**src/rtl/rr_mux_sched.sv**
```systemverilog
// Round-robin 4:1 data mux scheduler with burst-limited grants.
// A grant holds until MAX_BURST beats are accepted or the owner drops its request.
module rr_mux_sched #(
    parameter int WIDTH     = 8,
    parameter int MAX_BURST = 4
) (
    input  logic               clk,
    input  logic               rst_n,
    input  logic [3:0]         req,
    input  logic [4*WIDTH-1:0] din,
    input  logic               out_ready,
    output logic               out_valid,
    output logic [WIDTH-1:0]   dout,
    output logic [3:0]         gnt,
    output logic [1:0]         sel,
    output logic [3:0]         ack
);

    localparam int CNT_W = (MAX_BURST > 1) ? $clog2(MAX_BURST) : 1;

    typedef enum logic {
        IDLE,
        GRANT
    } state_t;

    state_t           state;
    logic [1:0]       ptr;
    logic [CNT_W-1:0] cnt;

    logic             beat;
    logic             last_beat;
    logic             release_now;
    logic [1:0]       arb_ptr;
    logic [1:0]       win;
    logic [WIDTH-1:0] lane;

    assign lane        = din[int'(sel)*WIDTH +: WIDTH];
    assign out_valid   = (state == GRANT) & req[sel];
    assign dout        = out_valid ? lane : '0;
    assign beat        = out_valid & out_ready;
    assign ack         = gnt & {4{beat}};
    assign last_beat   = (cnt == CNT_W'(MAX_BURST - 1));
    assign release_now = (state == GRANT) & ((beat & last_beat) | ~req[sel]);

    // On release the scan starts just past the outgoing owner, making it lowest priority.
    assign arb_ptr = release_now ? sel + 2'd1 : ptr;

    // NOTE: every combinational output gets a default before the loop so no latch is inferred.
    always_comb begin
        win = arb_ptr;
        for (int k = 3; k >= 0; k--) begin
            if (req[arb_ptr + 2'(k)]) begin
                win = arb_ptr + 2'(k);
            end
        end
    end

    // NOTE: sequential state uses non-blocking assignments so all registers update together.
    always_ff @(posedge clk or negedge rst_n) begin
        if (!rst_n) begin
            state <= IDLE;
            gnt   <= '0;
            sel   <= '0;
            ptr   <= '0;
            cnt   <= '0;
        end else if (state == IDLE || release_now) begin
            if (release_now) begin
                ptr <= sel + 2'd1;
            end
            cnt <= '0;
            if (|req) begin
                state <= GRANT;
                sel   <= win;
                gnt   <= 4'b0001 << win;
            end else begin
                state <= IDLE;
                gnt   <= '0;
            end
        end else if (beat) begin
            cnt <= cnt + CNT_W'(1);
        end
    end

endmodule

```
**config.mk**
```make
export PLATFORM = sky130hd
export DESIGN_NAME = rr_mux_sched
export DESIGN_NICKNAME = d
export VERILOG_FILES = /design/src/rtl/rr_mux_sched.sv
export SDC_FILE = /design/constraint.sdc
export NUM_CORES = 1
export LEC_CHECK = 0
export CAP_MARGIN = 10
export CORE_MARGIN = 2
export CORE_UTILIZATION = 33
export DETAILED_ROUTE_END_ITERATION = 10
export GPL_TIMING_DRIVEN = 0
export PLACE_DENSITY = 0.77
export SYNTH_ARGS = -nofsm -noshare
export SYNTH_HDL_FRONTEND = slang
export SYNTH_SLANG_ARGS = --single-unit
```
**constraint.sdc**
```tcl
create_clock -name clk -period 5.4 [get_ports clk]
set_input_delay 0.81 -clock clk [delete_from_list [all_inputs] [get_ports clk]]
set_output_delay 0.81 -clock clk [all_outputs]
set_load 0.005 [all_outputs]
```
; ---- Word level (Yosys, flattened, before mapping)
; Index checks and enable logic that the tools add are counted.
; Widths: inputs -> output; s select.
[totals]
ff_bits = 11
input_bits = 39
out_inout_bits = 19
word_cells = 50
[op_classes]
n_addsub = 5
n_lt_le_gt_ge = 5
eq_ne = 1
shift = 2
muxes = 20
bitwise_logic = 8
n_reduce_logical = 4
[ops]
columns = cell, count
row1 = $shiftx 32x6->8, 1
row2 = $lt 2x3->1 const B, 5
row3 = $mux 2, 7
row4 = $bmux 1 s2, 5
row5 = $mux 8, 1
row6 = $add 2x1->2 const B, 3
row7 = $mux 1, 6
row8 = $add 2x2->2 const B, 2
row9 = $and 1x1->1, 4
row10 = $and 4x4->4, 1
row11 = $mux 4, 1
row12 = $reduce_or 4->1, 1
row13 = $shl 1x2->4 const A, 1
row14 = $eq 2x2->1 const B, 1
row15 = $not 1->1, 2
row16 = $reduce_and 2->1, 1
row17 = $reduce_bool 2->1, 1
row18 = $logic_or 1x1->1, 1
row19 = $or 1x1->1, 1

; ---- Logic depth before layout (Yosys ltp)
[depth]
ltp_word = 17
ltp_mapped = 8
depth_no_buf = 7

; ---- Worst setup path after synthesis
; Ideal clock, no wire load.
[synth_timing]
path_kind = input-to-output
from = in req[0]
to = out ack[2]
arrival_ns = 1.915
t_required_ns = 4.590
setup_slack_ns = 2.675
cell_stages = 6
path_buffers = 2
path_cell_list = buf_2 > mux2_4 > o211ai_1 > inv_1 > clkbuf_1 > and3_1
[synth_via]
elab_chain_cells = 5
[synth_rtl]
columns = element, line
row1 = "start, declared", 9  ; input logic [3:0] req,
row2 = $bmux 1 s2, 38  ; assign out_valid = (state == GRANT) & req[sel];
row3 = $mux 1 (not written as such), 38
row4 = $and 1x1->1, 38
row5 = named net out_valid, 12  ; output logic out_valid,
row6 = $and 1x1->1, 40  ; assign beat = out_valid & out_ready;
row7 = $and 4x4->4, 41  ; assign ack = gnt & {4{beat}};
row8 = "end, declared", 16  ; output logic [3:0] ack
; The timed path passes the listed nets, and every way through them passes these cells. The select of a mux whose other input is x is not followed.

; ---- Final worst setup path
[layout_timing]
from = in req[0]
to = out ack[2]
[layout_via]
elab_chain_cells = 5
[layout_rtl]
columns = element, line
row1 = $bmux 1 s2, 38
row2 = $mux 1 (not written as such), 38
row3 = $and 1x1->1, 38
row4 = $and 1x1->1, 40
row5 = $and 4x4->4, 41
; Every way passes these cells. The select of a mux whose other input is x is not followed.

==> impl_metrics.csv <==
group,metric,value,unit
synthesis,synthTopCellsByCount,"11 x dfrtp_1, 9 x and2_1, 8 x mux4_2, 8 x nand2_1",
worst_setup_path,crit_chain,"clkdlybuf4s50_1 > buf_2 > mux2_4 > o211ai_1 > inv_1 > clkbuf_1 > and3_1 > clkdlybuf4s50_1",
finish,fin_nets,219,
finish,syn2layout_area_growth,55.9,%
detailed_routing,vias_per_cell,5.42,
finish,final_cell_count_no_fill,224,
synthesis,synth-main-ff-cell,"dfrtp_1",
worst_setup_path,slowest_stage,"clkdlybuf4s50_1",
worst_setup_path,worst-path-buf-inv,5,
placed_design,post_dp_cell_area,1740,µm²
finish,n_antenna_cell,0,
placed_design,place_inst,220,
worst_setup_path,reg2reg_slack,3.32,ns
cts,ctsRootBufferMaster,"clkbuf_4",
placed_design,dp_worst_setup_slack,1.62,ns
synthesis,async_flop_share,100,%
detailed_routing,drt_iter0_markers,31,
cts,cts_setup_buffers,0,
synthesis,yosys-top-cells-area,"dfrtp_1 24%, mux4_2 16%, and2_1 5.0%",
timing,fmax,265,MHz
worst_hold_path,hp-class,"reg -> reg",
synthesis,synth_seq_cells,11,
synthesis,synth_area_per_cell,9.55,µm²
placed_design,place_congestion,0.934,
worst_setup_path,start_kind,"input port",
synthesis,yosysMostFrequentCell,"dfrtp_1",
timing,finalSetupViolations,0,
worst_setup_path,worstReg2RegEnd,"gnt[0]",
pwr,vdd_drop_max,165,µV
worst_setup_path,cp-end-kind,"output port",
timing,period_minus_slack,3.78,ns
worst_setup_path,reg2reg_from,"cnt[0]",
placed_design,portBuffers,55,
detailed_routing,vias,1215,
cts,clk_latency,0.27,ns
worst_setup_path,cp_top_family,"buffers and inverters",
timing,hold_slack,0.523,ns
synthesis,yosysWarnings,0,
cts,numCtsBuffers,3,
worst_setup_path,crit_top_cell,"clkdlybuf4s50_1",
synthesis,seq_area_frac_synth,24.2,%
pwr,p_leak,0.722,nW
worst_hold_path,hold_path_startpoint,"gnt[3]",
global_route,grt_use_total,18.2,%
floorplanning,die_w,62.7,µm
placed_design,hpwl,2800,µm
floorplanning,initial_core_util,34.3,%
job,maxCapViolations,0,
worst_setup_path,rr_worst_depth,7,
timing,setup_tns,0,ns
timing,min_period_over_period,69.9,%
timing,worst_pin_slew,0.509,ns
global_route,grt_pass1_vias,1226,
global_route,grt_pass1_wl,5750,µm
global_route,overflow,0,
synthesis,synthesis.area,1140,µm²
synthesis,synth_top_area_share,24.2,%
floorplanning,pin_count,58,
cts,clockBufferDepth,2,
floorplanning,dieHeight,62.7,µm
finish,fin_util,53.5,%
finish,fin_area,1770,µm²
finish,drive_above_1_share,18.0,%
cts,clk_pin_slew,0.07,ns
detailed_routing,routed_wl,3440,µm
cts,cts_sinks,11,
synthesis,synthCells,119,
floorplanning,row_count,21,
global_route,grt_max_degree,12,
detailed_routing,drtAntennaViolNets,0,
cts,cts-hold-fix-buffers,0,
timing,rsz0062_at_grt,"false",
run_status,run_status,"complete, no violations",
synthesis,synth_top_area_cell,"dfrtp_1",
floorplanning,fp.coreArea,3310,µm²
detailed_routing,drc_errors,0,
worst_setup_path,cpPeakStageDelay,0.44,ns
global_route,antenna_found_initial,0,
pwr,power.total,0.797,mW
detailed_routing,routedWlPerCell,15.3,µm
worst_setup_path,required,4.59,ns
worst_setup_path,critPathMaxFanout,10,
worst_setup_path,critPathKind,"in -> out",
timing,max_slew_margin,65.9,%
worst_hold_path,hold_path_depth,2,
synthesis,syn_nets,159,
timing,fin_skew,0.00541,ns
worst_setup_path,worstPathArrival,2.97,ns
synthesis,synth_cell_types,45,
floorplanning,dieArea,3930,µm²
timing,slew_viol_final,0,
worst_hold_path,hold_end,"gnt[3]",
timing,final_hold_viol_count,0,
timing,worst_slack,1.62,ns
cts,cts_tree,"yes",
cts,cts_resized,0,
cts,h-tree-depth,1,
detailed_routing,dr.pass1.iters,4,
pwr,power_density,450,nW/µm²
synthesis,synth_edf_count,0,
[how the worst max path moves through the flow]
stage                start     end  slack (ns)  cells after the start
detailed placement  req[0]  ack[2]        1.62                      8
floorplan           req[0]  ack[2]        2.67                      6
CTS                 req[0]  ack[2]        1.61                      8
global placement    req[0]  ack[2]        1.63                      8
finish              req[0]  ack[2]        1.62                      8
global route        req[0]  ack[2]        1.45                      8
[registers in the layout, indices dropped and copies added, names as in the netlist]
signal	flops
gnt	4
state	1
sel	2
cnt	2
ptr	2
[cell families after synthesis]
family	Yosys count	synth area share, %
simple gates	38	17.8
fa+ha+maj	1	1.10
mux	13	20.8
buf+inv	18	8.26
flops	11	24.2
compound gates	38	27.8
[worst register-to-register path, cell delays in order, from the launching register on]
cell,delay [ns]
dfrtp_1,0.40
ha_1,0.28
a21bo_2,0.25
o221ai_1,0.35
a21o_4,0.24
inv_4,0.06
or3_1,0.36
o211ai_2,0.07
[cells in the final DEF, fill, tap and decap left out, types with 6 or more instances in the layout]
cell type         n
mux4_2            8
and2_1            9
dfrtp_1          11
clkdlybuf4s50_1  55
a21oi_1           7
inv_1             6
nand2_1           8
buf_2             7
[per-layer routing]
layer / wire length [µm] / track usage [%]
met5: 0 / 0
met4: 44 / 5.00
met3: 257 / 3.60
met2: 1760 / 33.5
met1: 1380 / 21.3
[report_power, final]
part	total, mW	switching (mW)	internal [mW]
combinational	0.604	0.267	0.338
sequential	0.136	0.0212	0.115
clock	0.0563	0.0289	0.0274
total	0.797	0.317	0.481
[cell type report]
| type | instances | area [µm²] |
|---|---|---|
| timing repair buffer | 55 | 551 |
| buffer | 11 | 65.1 |
| sequential | 11 | 275 |
| multi-input combinational | 90 | 767 |
| inverter | 7 | 28.8 |
| fill | 320 | 1540 |
| clock buffer | 3 | 22.5 |
| tap | 46 | 57.6 |
| clock inverter | 1 | 5.00 |
Note: power is estimated with default switching activity, not from simulation.
